==> src/rtl/mem_pkg.sv <==
`default_nettype none
// mem_pkg: RAM geometry shared by the RAM and its burst master, plus the
// burst-master state encoding.
package mem_pkg;

  localparam int ADDR_W = 5;
  localparam int DATA_W = 32;

  typedef enum logic [1:0] {
    IDLE  = 2'd0,
    WRITE = 2'd1,
    READ  = 2'd2,
    DONE  = 2'd3
  } state_t;

endpackage
`default_nettype wire

==> src/rtl/ram_burst_master_if.sv <==
`default_nettype none
// ram_burst_master_if: command, write-data, read-data and RAM-side signals of
// the burst master. The master modport is the burst master's own view.
interface ram_burst_master_if #(
  parameter int ADDR_W = mem_pkg::ADDR_W,
  parameter int DATA_W = mem_pkg::DATA_W,
  parameter int LEN_W  = ADDR_W + 1
);

  logic              i_cmd_valid;
  logic              o_cmd_ready;
  logic              i_cmd_write;
  logic [ADDR_W-1:0] i_cmd_addr;
  logic [LEN_W-1:0]  i_cmd_len;

  logic              i_wdata_valid;
  logic              o_wdata_ready;
  logic [DATA_W-1:0] i_wdata;

  logic              o_rdata_valid;
  logic              i_rdata_ready;
  logic [DATA_W-1:0] o_rdata;
  logic              o_rdata_last;

  logic              o_ram_we;
  logic [ADDR_W-1:0] o_ram_addr;
  logic [DATA_W-1:0] o_ram_data;
  logic [DATA_W-1:0] i_ram_data;

  logic              o_busy;
  logic              o_done;

  modport master (
    input  i_cmd_valid, i_cmd_write, i_cmd_addr, i_cmd_len,
    input  i_wdata_valid, i_wdata, i_rdata_ready, i_ram_data,
    output o_cmd_ready, o_wdata_ready, o_rdata_valid, o_rdata, o_rdata_last,
    output o_ram_we, o_ram_addr, o_ram_data, o_busy, o_done
  );

  modport slave (
    output i_cmd_valid, i_cmd_write, i_cmd_addr, i_cmd_len,
    output i_wdata_valid, i_wdata, i_rdata_ready, i_ram_data,
    input  o_cmd_ready, o_wdata_ready, o_rdata_valid, o_rdata, o_rdata_last,
    input  o_ram_we, o_ram_addr, o_ram_data, o_busy, o_done
  );

endinterface
`default_nettype wire

==> src/rtl/ram_burst_master.sv <==
`default_nettype none
// ram_burst_master: turns burst commands into sequential accesses on a
// single-port RAM with combinational read; read words leave via a skid-free register.
module ram_burst_master #(
  parameter int ADDR_W = mem_pkg::ADDR_W,
  parameter int DATA_W = mem_pkg::DATA_W,
  parameter int LEN_W  = ADDR_W + 1
) (
  input  logic               i_clk,
  input  logic               i_rst_n,
  ram_burst_master_if.master bus
);

  mem_pkg::state_t   state, state_nxt;
  logic [ADDR_W-1:0] cur_addr;
  logic [LEN_W-1:0]  issue_rem;
  logic              rd_primed;
  logic [DATA_W-1:0] rdata;
  logic              rdata_valid;
  logic              rdata_last;

  logic              cmd_ready, wdata_ready, ram_we, busy, done;
  logic [DATA_W-1:0] ram_data;
  logic              load, consume, beat;

  always_ff @(posedge i_clk or negedge i_rst_n) begin
    if (!i_rst_n) state <= mem_pkg::IDLE;
    else          state <= state_nxt;
  end

  always_comb begin
    state_nxt   = state;
    cmd_ready   = 1'b0;
    wdata_ready = 1'b0;
    ram_we      = 1'b0;
    ram_data    = '0;
    busy        = 1'b1;
    done        = 1'b0;
    load        = 1'b0;
    beat        = 1'b0;
    consume     = rdata_valid && bus.i_rdata_ready;
    case (state)
      mem_pkg::IDLE: begin
        cmd_ready = 1'b1;
        busy      = 1'b0;
        if (bus.i_cmd_valid) begin
          if (bus.i_cmd_len == '0) state_nxt = mem_pkg::DONE;
          else if (bus.i_cmd_write) state_nxt = mem_pkg::WRITE;
          else state_nxt = mem_pkg::READ;
        end
      end
      mem_pkg::WRITE: begin
        wdata_ready = 1'b1;
        ram_we      = bus.i_wdata_valid;
        ram_data    = bus.i_wdata;
        beat        = bus.i_wdata_valid;
        if (beat && issue_rem == LEN_W'(1)) state_nxt = mem_pkg::DONE;
      end
      mem_pkg::READ: begin
        // First READ cycle only primes; loading starts one cycle after acceptance.
        load = rd_primed && (issue_rem != '0) && (!rdata_valid || bus.i_rdata_ready);
        if (consume && rdata_last) state_nxt = mem_pkg::DONE;
      end
      mem_pkg::DONE: begin
        done      = 1'b1;
        state_nxt = mem_pkg::IDLE;
      end
      default: state_nxt = mem_pkg::IDLE;
    endcase
  end

  always_ff @(posedge i_clk or negedge i_rst_n) begin
    if (!i_rst_n) begin
      cur_addr    <= '0;
      issue_rem   <= '0;
      rd_primed   <= 1'b0;
      rdata       <= '0;
      rdata_valid <= 1'b0;
      rdata_last  <= 1'b0;
    end else begin
      case (state)
        mem_pkg::IDLE: begin
          rd_primed <= 1'b0;
          if (bus.i_cmd_valid) begin
            cur_addr  <= bus.i_cmd_addr;
            issue_rem <= bus.i_cmd_len;
          end
        end
        mem_pkg::WRITE: begin
          if (beat) begin
            cur_addr  <= cur_addr + ADDR_W'(1);
            issue_rem <= issue_rem - LEN_W'(1);
          end
        end
        mem_pkg::READ: begin
          rd_primed <= 1'b1;
          if (load) begin
            rdata       <= bus.i_ram_data;
            rdata_valid <= 1'b1;
            rdata_last  <= (issue_rem == LEN_W'(1));
            cur_addr    <= cur_addr + ADDR_W'(1);
            issue_rem   <= issue_rem - LEN_W'(1);
          end else if (consume) begin
            rdata_valid <= 1'b0;
            rdata_last  <= 1'b0;
          end
        end
        default: ;
      endcase
    end
  end

  assign bus.o_cmd_ready   = cmd_ready;
  assign bus.o_wdata_ready = wdata_ready;
  assign bus.o_rdata_valid = rdata_valid;
  assign bus.o_rdata       = rdata;
  assign bus.o_rdata_last  = rdata_last;
  assign bus.o_ram_we      = ram_we;
  assign bus.o_ram_addr    = cur_addr;
  assign bus.o_ram_data    = ram_data;
  assign bus.o_busy        = busy;
  assign bus.o_done        = done;

endmodule
`default_nettype wire

==> src/flat_wrapper.sv <==
// flat-port wrapper written by rule: the top's interface ports become plain ports
module ram_burst_master_flat 
#(
  parameter int ADDR_W = mem_pkg::ADDR_W,
  parameter int DATA_W = mem_pkg::DATA_W,
  parameter int LEN_W  = ADDR_W + 1
)
  (i_clk, i_rst_n, bus_i_cmd_valid, bus_i_cmd_write, bus_i_cmd_addr, bus_i_cmd_len, bus_i_wdata_valid, bus_i_wdata, bus_i_rdata_ready, bus_i_ram_data, bus_o_cmd_ready, bus_o_wdata_ready, bus_o_rdata_valid, bus_o_rdata, bus_o_rdata_last, bus_o_ram_we, bus_o_ram_addr, bus_o_ram_data, bus_o_busy, bus_o_done);
  ram_burst_master_if #(.ADDR_W(ADDR_W), .DATA_W(DATA_W), .LEN_W(LEN_W)) bus_i ();
  input  logic i_clk;
  input  logic i_rst_n;
  input wire logic [$bits(bus_i.i_cmd_valid)-1:0] bus_i_cmd_valid;
  input wire logic [$bits(bus_i.i_cmd_write)-1:0] bus_i_cmd_write;
  input wire logic [$bits(bus_i.i_cmd_addr)-1:0] bus_i_cmd_addr;
  input wire logic [$bits(bus_i.i_cmd_len)-1:0] bus_i_cmd_len;
  input wire logic [$bits(bus_i.i_wdata_valid)-1:0] bus_i_wdata_valid;
  input wire logic [$bits(bus_i.i_wdata)-1:0] bus_i_wdata;
  input wire logic [$bits(bus_i.i_rdata_ready)-1:0] bus_i_rdata_ready;
  input wire logic [$bits(bus_i.i_ram_data)-1:0] bus_i_ram_data;
  output wire logic [$bits(bus_i.o_cmd_ready)-1:0] bus_o_cmd_ready;
  output wire logic [$bits(bus_i.o_wdata_ready)-1:0] bus_o_wdata_ready;
  output wire logic [$bits(bus_i.o_rdata_valid)-1:0] bus_o_rdata_valid;
  output wire logic [$bits(bus_i.o_rdata)-1:0] bus_o_rdata;
  output wire logic [$bits(bus_i.o_rdata_last)-1:0] bus_o_rdata_last;
  output wire logic [$bits(bus_i.o_ram_we)-1:0] bus_o_ram_we;
  output wire logic [$bits(bus_i.o_ram_addr)-1:0] bus_o_ram_addr;
  output wire logic [$bits(bus_i.o_ram_data)-1:0] bus_o_ram_data;
  output wire logic [$bits(bus_i.o_busy)-1:0] bus_o_busy;
  output wire logic [$bits(bus_i.o_done)-1:0] bus_o_done;
  assign bus_i.i_cmd_valid = bus_i_cmd_valid;
  assign bus_i.i_cmd_write = bus_i_cmd_write;
  assign bus_i.i_cmd_addr = bus_i_cmd_addr;
  assign bus_i.i_cmd_len = bus_i_cmd_len;
  assign bus_i.i_wdata_valid = bus_i_wdata_valid;
  assign bus_i.i_wdata = bus_i_wdata;
  assign bus_i.i_rdata_ready = bus_i_rdata_ready;
  assign bus_i.i_ram_data = bus_i_ram_data;
  assign bus_o_cmd_ready = bus_i.o_cmd_ready;
  assign bus_o_wdata_ready = bus_i.o_wdata_ready;
  assign bus_o_rdata_valid = bus_i.o_rdata_valid;
  assign bus_o_rdata = bus_i.o_rdata;
  assign bus_o_rdata_last = bus_i.o_rdata_last;
  assign bus_o_ram_we = bus_i.o_ram_we;
  assign bus_o_ram_addr = bus_i.o_ram_addr;
  assign bus_o_ram_data = bus_i.o_ram_data;
  assign bus_o_busy = bus_i.o_busy;
  assign bus_o_done = bus_i.o_done;
  ram_burst_master #(.ADDR_W(ADDR_W), .DATA_W(DATA_W), .LEN_W(LEN_W)) u_core (.i_clk(i_clk), .i_rst_n(i_rst_n), .bus(bus_i));
endmodule
==> config.mk <==
export PLATFORM = sky130hd
export DESIGN_NAME = ram_burst_master_flat
export DESIGN_NICKNAME = d
export VERILOG_FILES = /design/src/rtl/mem_pkg.sv /design/src/rtl/ram_burst_master_if.sv /design/src/rtl/ram_burst_master.sv /design/src/flat_wrapper.sv
export SDC_FILE = /design/constraint.sdc
export NUM_CORES = 1
export LEC_CHECK = 0
export CAP_MARGIN = 10
export CELL_PAD_IN_SITES_DETAIL_PLACEMENT = 0
export CELL_PAD_IN_SITES_GLOBAL_PLACEMENT = 2
export CORE_ASPECT_RATIO = 1.25
export CORE_MARGIN = 5
export CORE_UTILIZATION = 24
export CTS_CLUSTER_SIZE = 30
export DETAILED_ROUTE_END_ITERATION = 16
export HOLD_SLACK_MARGIN = 0.08
export PLACE_DENSITY_LB_ADDON = 0.1
export SYNTH_ARGS = -nofsm -noshare
export SYNTH_HDL_FRONTEND = slang
export SYNTH_SLANG_ARGS = --single-unit
==> constraint.sdc <==
create_clock -name i_clk -period 4.8 [get_ports i_clk]
set_clock_uncertainty 0.1 [all_clocks]
set_input_delay 0.96 -clock i_clk [delete_from_list [all_inputs] [get_ports i_clk]]
set_output_delay 0.96 -clock i_clk [all_outputs]
set_load 0.01 [all_outputs]
==> results of run 1 <==
==> worst reg2reg max path: cells and delay by family, from the launching register on <==
kind,cells,cell delay [ns]
buf+inv,1,0.09
flops,1,0.39
mux,1,0.34
fa+ha+maj,1,0.50
simple gates,3,1.26
==> layout make-up <==
cell class | count | area [sq um]
Tap cell | 135 | 169
Clock inverter | 2 | 15.0
Sequential cell | 48 | 1200
Multi-Input combinational cell | 157 | 1390
Timing Repair Buffer | 158 | 1570
Inverter | 18 | 67.6
Clock buffer | 6 | 139
Fill cell | 1119 | 6640
==> cells by family (layout without fill, tap and decap cells) <==
family	after synthesis	in the layout
simple gates	75	75
fa+ha+maj	9	9
compound gates	30	30
flops	48	48
buf+inv	28	184
mux	43	43
==> stage by stage <==
| stage | std cells | total power [uW] | worst slack (ns) | hold WS (ns) |
|---|---|---|---|---|
| 5_1_grt | 524 | 3170 | 1.15 | 0.425 |
| 6_report | 524 | 2950 | 1.37 | 0.406 |
| 3_5_place_dp | 516 | 2620 | 1.50 | 0.393 |
| 4_1_cts | 524 | 3000 | 1.29 | 0.410 |
| 2_1_floorplan | 233 | 1860 | 2.36 | 0.425 |
| 3_3_place_gp | 516 | 2620 | 1.53 | 0.390 |
==> report_power, final <==
group / internal (uW) / switching (uW) / total [uW]
sequential: 621 / 149 / 770
combinational: 1060 / 754 / 1820
clock: 207 / 153 / 360
total: 1890 / 1060 / 2950
==> flip-flops by register name (all words and copies together) (netlist names) <==
register,cells
u_core.rd_primed,1
u_core.bus.o_rdata,32
u_core.bus.o_ram_addr,5
u_core.state,2
u_core.bus.o_rdata_valid,1
u_core.issue_rem,6
u_core.bus.o_rdata_last,1
==> metal layers <==
metal / track usage, % / vias to the layer above
met5: 0 / -
met4: 3.81 / 0
met3: 2.59 / 14
met2: 21.2 / 72
met1: 15.4 / 1095
li1: - / 1127
==> path summary, 6_finish.rpt <==
kind                                                    from  cells after the start  slack, ns                                    to
min in group asynchronous                            i_rst_n                      2       0.67    u_core.bus.o_rdata[27]$_DFFE_PN0P_
max in group asynchronous                            i_rst_n                      2       3.51  u_core.bus.o_ram_addr[4]$_DFFE_PN0P_
min                        u_core.bus.o_rdata[4]$_DFFE_PN0P_                      1       0.41     u_core.bus.o_rdata[4]$_DFFE_PN0P_
min reg2reg                u_core.bus.o_rdata[4]$_DFFE_PN0P_                      1       0.41     u_core.bus.o_rdata[4]$_DFFE_PN0P_
max                              u_core.state[1]$_DFFE_PN0P_                      4       1.37                    bus_o_ram_data[15]
max reg2reg                      u_core.state[1]$_DFFE_PN0P_                      6       2.00  u_core.bus.o_ram_addr[1]$_DFFE_PN0P_
==> layout by cell type, fill, tap and decap left out, types with 4 or more instances in the layout <==
master and instances:
o21ai_0 4, clkdlybuf4s50_1 155, nand2_1 7, nor2_1 6, inv_1 18, dfrtp_1 48, mux2i_1 7, clkbuf_16 5
nand3_1 6, and2_1 33, mux2_4 29, ha_1 9, nor2b_1 6, mux2_2 7
==> impl_metrics.py, run 1 <==
metrics = {
    "detailed_routing": {
        "ant_nets": 0,
        "remaining_drc_errors": 0,
        "drtPass1Iterations": 4,
        "wl_met1_mm": 3.67,
        "wl_met2_mm": 4.30,
        "wl_per_cell_microns": 16.3,
        "viasPerCell": 4.40,
        "via_count": 2308,
        "drt_iter0_drc": 43,
        "drt_wl_total_mm": 8.53,
        "maxUsedRoutingLayer": "met4",
        "route.met3.wl_microns": 404,
    },
    "sta": {
        "clock.fmax_mhz": 291,
        "post-route-period-util_pct": 71.5,
        "fin_crit_ns": 3.43,
        "worstMarginPinSlew_ns": 0.908,
        "slew_viol_final": 0,
        "setup_tns_ns": 0,
        "grt_setup_unrepaired": "no",
        "hold_viol_final": 0,
        "setup_viol": 0,
        "max-slew-margin-rel_pct": 39.5,
    },
    "critical_path": {
        "path_buf_inv": 2,
        "worst_path_max_delay_cell": "ha_1",
        "crit_fanout": 36,
        "crit_chain": "inv_1, ha_1, and2_1, clkdlybuf4s50_1",
        "critical_path_arrival_ns": 2.37,
        "required_ns": 3.74,
        "path_delay_family": "adder cells",
        "crit_path_start_kind": "flop",
        "critical_path.endpoint_type": "primary output",
        "slowest_delay_ns": 0.76,
        "criticalPathCategory": "reg -> out",
    },
    "logic_synthesis": {
        "synth_commonest_cells": "dfrtp_1, and2_1, mux2_4, inv_1, ha_1",
        "yosysTopAreaCell": "dfrtp_1",
        "syn_avg_cell_area_sq_um": 11.8,
        "synth_area_leaders": "dfrtp_1, mux2_4, and2_1",
        "synth_edf_count": 0,
        "mappedNetlistArea_sq_um": 2750,
        "synth-adder-area-share_pct": 4.09,
        "synth-seq-cells": 48,
        "yosysSeqAreaShare_pct": 43.7,
        "yosysMostFrequentCell": "dfrtp_1",
        "synthMuxAreaShare_pct": 21.2,
        "synth_xor_area_share_pct": 0,
        "synth_top_family_by_area": "multiplexers",
        "synthCells": 233,
        "ys.warnings.count": 0,
        "synthesis.nets": 323,
        "synth_compound_area_share_pct": 8.23,
        "ys_types": 44,
        "synthFlopType": "dfrtp_1",
        "synthArstFlopShare_pct": 100,
        "synth_top_area_share_pct": 43.7,
        "yosys.area_share.simple_pct": 16.8,
    },
    "power_and_ir_drop": {
        "ir_drop_mv": 0.237,
        "powerDensity_nw_per_um2": 648,
        "p_leak_uw": 0.00190,
    },
    "cts": {
        "hold_buffers": 0,
        "worstSkewPairLatency_ns": 0.29,
        "cts_setup_buffers": 0,
        "clock-sinks": 48,
        "cts_resized": 0,
        "h-tree-depth": 2,
        "cts_buffer_depth": 2,
        "cts_buffers": 5,
        "path_clk_slew_ns": 0.07,
        "cts_tree": "yes",
        "cts-root-buf": "clkbuf_16",
    },
    "placement": {
        "place_congestion": 0.742,
        "hpwl_mm": 6.72,
        "io_buffers": 156,
        "post_dp_cell_area_sq_um": 4400,
    },
    "outcome": {
        "outcome": "finished, final reports clean",
    },
    "flow_run": {
        "max_cap_violations": 0,
    },
    "final_layout": {
        "nets": 478,
        "drive_above_1_share_pct": 13.4,
        "antennaDiodeCount": 0,
        "fin_util_pct": 40.7,
        "syn2layout_area_growth_pct": 65.4,
        "final_cell_area_sq_um": 4550,
    },
    "global_routing": {
        "grt_first_pass_wirelength_mm": 13.3,
        "grt_max_degree": 49,
        "grt_pass1_vias": 2416,
        "overflow": 0,
        "grtUsageTotal_pct": 12.3,
        "antenna_found_initial": 0,
    },
    "die": {
        "ios": 157,
        "fp.dieH_microns": 130,
        "die_area_sq_um": 13700,
        "core_sq_um": 11200,
        "dieWidth_microns": 106,
        "initial_core_util_pct": 24.6,
        "row_count": 43,
    },
    "hold_path": {
        "hold_class": "reg -> reg",
    },
}
Power figures use the tool's default switching activity.
==> inputs of run 2 (changes only) <==
Settings changed: CORE_UTILIZATION 24 to 20.
Clock period 4.8 ns to 2.95 ns, I/O delays scaled along.
==> run 2 against run 1 <==
  * Worst hold slack lost 0.092 ns
  * Sequential power grew 64%
  * First-iteration DRC count grew 28%
  * Sequential share of layout area shrank 0.69 points
  * Design area grew 2.7%
  * Routed wire length grew 6.1%
==> impl_metrics.py, run 2 (synthesis gave the netlist of run 1 again) <==
metrics = {
    "hold_path": {
        "hold_class": "in -> async",
    },
    "power_and_ir_drop": {
        "switching_share_pct": 35.5,
        "ir_drop_mv": 0.475,
        "pwr-share-comb_pct": 61.4,
        "p_int_uw": 3210,
        "pwr-share-seq_pct": 25.3,
        "clkPwrFrac_pct": 13.3,
        "p_leak_uw": 0.00194,
        "powerDensity_nw_per_um2": 1070,
        "p_switching_uw": 1770,
    },
    "critical_path": {
        "critical_path.endpoint_type": "primary output",
        "critical_path_arrival_ns": 1.87,
        "crit_fanout": 36,
        "required_ns": 2.26,
        "crit_path_start_kind": "flop",
        "criticalPathCategory": "reg -> out",
    },
    "global_routing": {
        "grtUsageTotal_pct": 11.1,
        "overflow": 0,
        "grt_max_degree": 49,
        "antenna_found_initial": 0,
        "grt_first_pass_wirelength_mm": 14.2,
        "grt_pass1_vias": 2373,
    },
    "sta": {
        "fin_crit_ns": 2.56,
        "slew_viol_final": 0,
        "post-route-period-util_pct": 86.8,
        "clock.fmax_mhz": 391,
        "setup_ws_ns": 0.389,
        "worstMarginPinSlew_ns": 0.794,
        "hold_viol_final": 0,
        "setup_tns_ns": 0,
        "hold_slack_ns": 0.314,
        "setup_viol": 0,
        "max-slew-margin-rel_pct": 47.1,
        "grt_setup_unrepaired": "no",
    },
    "final_layout": {
        "largest_reg_flops": 32,
        "layout_common_cells": "clkdlybuf4s50_1, dfrtp_1, and2_1",
        "antennaDiodeCount": 0,
        "nFillCells": 1407,
        "fin_util_pct": 34.3,
        "nets": 482,
        "drive_above_1_share_pct": 14.2,
        "ff_latch_area_sq_um": 1200,
        "final_common_cell": "clkdlybuf4s50_1",
        "syn2layout_area_growth_pct": 69.9,
        "multiInputGateArea_sq_um": 1390,
    },
    "detailed_routing": {
        "ant_nets": 0,
        "viasPerCell": 4.04,
        "via_count": 2293,
        "remaining_drc_errors": 0,
        "drt_iter0_drc": 55,
        "drtPass1Iterations": 4,
        "drt_wl_total_mm": 9.05,
        "wl_per_cell_microns": 15.9,
    },
    "cts": {
        "cts_resized": 0,
        "h-tree-depth": 2,
        "cts_buffers": 5,
        "hold_buffers": 0,
        "cts_tree": "yes",
        "cts-root-buf": "clkbuf_16",
        "path_clk_slew_ns": 0.07,
        "worstSkewPairLatency_ns": 0.28,
        "cts_setup_buffers": 0,
        "cts_buffer_depth": 2,
        "clock-sinks": 48,
    },
    "placement": {
        "pre_cts_ws_ns": 0.291,
        "hpwl_mm": 7.11,
        "place_congestion": 0.703,
        "io_buffers": 156,
    },
    "outcome": {
        "outcome": "finished, final reports clean",
    },
    "die": {
        "die_area_sq_um": 16200,
        "ios": 157,
        "row_count": 48,
        "initial_core_util_pct": 20.2,
        "core_sq_um": 13600,
        "fp.dieH_microns": 141,
        "dieWidth_microns": 115,
    },
    "flow_run": {
        "max_cap_violations": 0,
    },
}
==> run 2: cell count changes in the layout (fill, tap and decap cells not counted), sizes merged <==
cell,before,now
buf,3,7
clkbuf,6,5
clkinvlp,2,1
inv,18,19
bufinv,0,1
==> run 2: area by class of cell <==
type                            count  share of cell area [%]
Timing Repair Buffer              162                    34.8
Multi-Input combinational cell    157                    29.7
Sequential cell                    48                    25.7
Tap cell                          175                    4.69
Clock buffer                        5                    2.68
Inverter                           18                    1.45
Clock inverter                      3                   0.991
==> run 2: worst paths after layout <==
check / depth (start not counted) / endpoint / slack, ns / from
max: 5 / bus_o_ram_data[28] / 0.39 / u_core.state[1]$_DFFE_PN0P_
min: 2 / u_core.bus.o_rdata[26]$_DFFE_PN0P_ / 0.31 / i_rst_n
max reg2reg: 6 / u_core.bus.o_ram_addr[2]$_DFFE_PN0P_ / 0.52 / u_core.state[0]$_DFFE_PN0P_
min reg2reg: 1 / u_core.bus.o_rdata[14]$_DFFE_PN0P_ / 0.41 / u_core.bus.o_rdata[14]$_DFFE_PN0P_
max in group asynchronous: 2 / u_core.bus.o_rdata[18]$_DFFE_PN0P_ / 2.00 / i_rst_n
min in group i_clk: 1 / u_core.bus.o_rdata[14]$_DFFE_PN0P_ / 0.41 / u_core.bus.o_rdata[14]$_DFFE_PN0P_
==> run 2: layer usage <==
| metal | track usage (%) | wire, microns |
|---|---|---|
| met1 | 14.0 | 3790 |
| met2 | 19.6 | 4790 |
| met4 | 2.04 | 36 |
| met5 | 0 | 0 |
| met3 | 2.15 | 438 |
==> run 2: through the flow <==
step                      cells  power, uW  area (sq um)
after CTS                   568       5080          4670
after global routing        568       5360          4670
after floorplan             233       3030          2750
final                       568       4980          4670
after global placement      560       4370          4500
after detailed placement    560       4390          4500
==> run 2: worst max-delay path: stages, from the launching register on <==
cell and delay (ns):
dfrtp_1 0.41, inv_1 0.11, ha_1 0.20, buf_12 0.17
and2_1 0.13, clkdlybuf4s50_1 0.56
==> run 2: power by group through the flow <==
stage / registers (uW) / logic (uW) / clock network (uW)
5_1_grt: 1320 / 3330 / 717
2_1_floorplan: 1360 / 1670 / 0
3_5_place_dp: 1280 / 3110 / 0
6_report: 1260 / 3060 / 664
4_1_cts: 1260 / 3120 / 696
3_3_place_gp: 1260 / 3110 / 0
==> inputs of run 3 (changes only) <==
--- a/constraint.sdc
+++ b/constraint.sdc
@@ -4,2 +4,2 @@
 set_output_delay 0.59 -clock i_clk [all_outputs]
-set_load 0.01 [all_outputs]
+set_load 0.05 [all_outputs]
==> run 3 against run 2 <==
  * Sequential share of layout area fell by 1.7 points
  * First-iteration DRC count rose by 7.3%
  * Worst setup slack got worse by 0.092 ns
  * Design area rose by 7.0%
  * Sequential power barely moved
  * Clock-buffer cell count rose by 1
  * Largest power group unchanged
  * Non-clock buffer count fell by 1
  * Routed wire length rose by 0.32%
==> impl_metrics.py, run 3 (synthesis gave the netlist of run 1 again) <==
metrics = {
    "sta": {
        "setup_viol": 0,
        "hold_viol_final": 0,
        "post-route-period-util_pct": 89.9,
        "grt_setup_unrepaired": "no",
        "max-slew-margin-rel_pct": 50.4,
        "worstMarginPinSlew_ns": 0.744,
        "fin_crit_ns": 2.65,
        "setup_tns_ns": 0,
        "slew_viol_final": 0,
        "clock.fmax_mhz": 377,
    },
    "placement": {
        "hpwl_mm": 7.21,
        "io_buffers": 156,
        "place_congestion": 0.704,
        "dp.cells": 559,
    },
    "hold_path": {
        "hold_class": "in -> async",
    },
    "power_and_ir_drop": {
        "ir_drop_mv": 0.474,
        "powerDensity_nw_per_um2": 1320,
        "p_leak_uw": 0.00211,
    },
    "die": {
        "core_sq_um": 13600,
        "row_count": 48,
        "dieWidth_microns": 115,
        "initial_core_util_pct": 20.2,
        "die_area_sq_um": 16200,
        "fp.dieH_microns": 141,
        "ios": 157,
    },
    "cts": {
        "path_clk_slew_ns": 0.07,
        "cts_resized": 0,
        "h-tree-depth": 2,
        "hold_buffers": 0,
        "cts-root-buf": "clkbuf_16",
        "cts_tree": "yes",
        "cts_buffers": 5,
        "worstSkewPairLatency_ns": 0.28,
        "clock-sinks": 48,
        "cts_setup_buffers": 0,
        "cts_buffer_depth": 2,
    },
    "critical_path": {
        "required_ns": 2.26,
        "criticalPathCategory": "reg -> out",
        "crit_fanout": 4,
        "reg2reg_from": "u_core.state[0]$_DFFE_PN0P_",
        "reg2reg_depth": 6,
        "r2r_end": "u_core.bus.o_ram_addr[3]$_DFFE_PN0P_",
        "crit_path_start_kind": "flop",
        "critical_path_arrival_ns": 1.96,
        "critical_path.endpoint_type": "primary output",
        "reg2reg_slack_ns": 0.52,
    },
    "global_routing": {
        "grt_first_pass_wirelength_mm": 13.7,
        "grt_max_degree": 36,
        "antenna_found_initial": 0,
        "grtUsageTotal_pct": 10.8,
        "grt_pass1_vias": 2317,
        "overflow": 0,
    },
    "final_layout": {
        "layout_common_cells": "clkdlybuf4s50_1, dfrtp_1, buf_12",
        "drive_above_1_share_pct": 22.7,
        "syn2layout_area_growth_pct": 81.8,
        "largest_reg_flops": 32,
        "antennaDiodeCount": 0,
        "final_common_cell": "clkdlybuf4s50_1",
        "nets": 481,
        "fin_util_pct": 36.7,
        "final_cells": 567,
    },
    "detailed_routing": {
        "remaining_drc_errors": 0,
        "drtPass1Iterations": 4,
        "viasPerCell": 4.00,
        "drt_wl_total_mm": 9.08,
        "drt_iter0_drc": 59,
        "via_count": 2268,
        "wl_per_cell_microns": 16.0,
        "ant_nets": 0,
    },
    "flow_run": {
        "max_cap_violations": 0,
    },
    "outcome": {
        "outcome": "finished, final reports clean",
    },
}
[run 3: worst max-delay path by stage]
stage | startpoint | end | slack, ns
6_report | u_core.state[0]$_DFFE_PN0P_ | bus_o_busy | 0.30
5_1_grt | u_core.state[1]$_DFFE_PN0P_ | bus_o_cmd_ready | 0.19
2_1_floorplan | u_core.state[0]$_DFFE_PN0P_ | u_core.bus.o_ram_addr[1]$_DFFE_PN0P_ | 0.44
4_1_cts | u_core.state[0]$_DFFE_PN0P_ | bus_o_busy | 0.26
3_5_place_dp | bus_i_wdata_valid | u_core.bus.o_ram_addr[2]$_DFFE_PN0P_ | 0.33
3_3_place_gp | bus_i_wdata_valid | u_core.bus.o_ram_addr[3]$_DFFE_PN0P_ | 0.35
[run 3: power by group]
group,switching (uW),internal (uW),total [uW]
Clock,250,425,675
Sequential,241,1010,1250
Combinational,2630,2030,4650
[run 3: stage by stage]
stage               hold WS [ns]  area [sq um]  power, uW  setup slack, ns
finish                     0.205          5000       6580            0.297
global route               0.260          5000       6930            0.189
CTS                        0.233          5000       6690            0.255
detailed placement         0.392          4820       5980            0.333
global placement           0.390          4820       5970            0.345
floorplan                  0.194          2750       4320            0.438
[run 3: layout make-up]
| class | count | area (sq um) |
|---|---|---|
| clock inverters | 2 | 38.8 |
| clock buffers | 6 | 139 |
| inverters | 18 | 67.6 |
| repair buffers | 161 | 1950 |
| flip-flops and latches | 48 | 1200 |
| fillers | 1375 | 8630 |
| well taps | 175 | 219 |
| multi-input cells | 157 | 1390 |
[run 3: layer usage]
layer,up-vias,share of wire (%),GRT usage [%]
li1,1131,-,-
met1,1069,41,13.4
met2,64,53,19.0
met3,4,5.2,2.49
met4,0,0.82,2.35
met5,-,0,0
[run 3: critical path, stage by stage, from the launching register on]
cell and delay, ns:
dfrtp_1 0.39, inv_1 0.09, ha_1 0.28, inv_1 0.08
clkdlybuf4s50_1 0.82
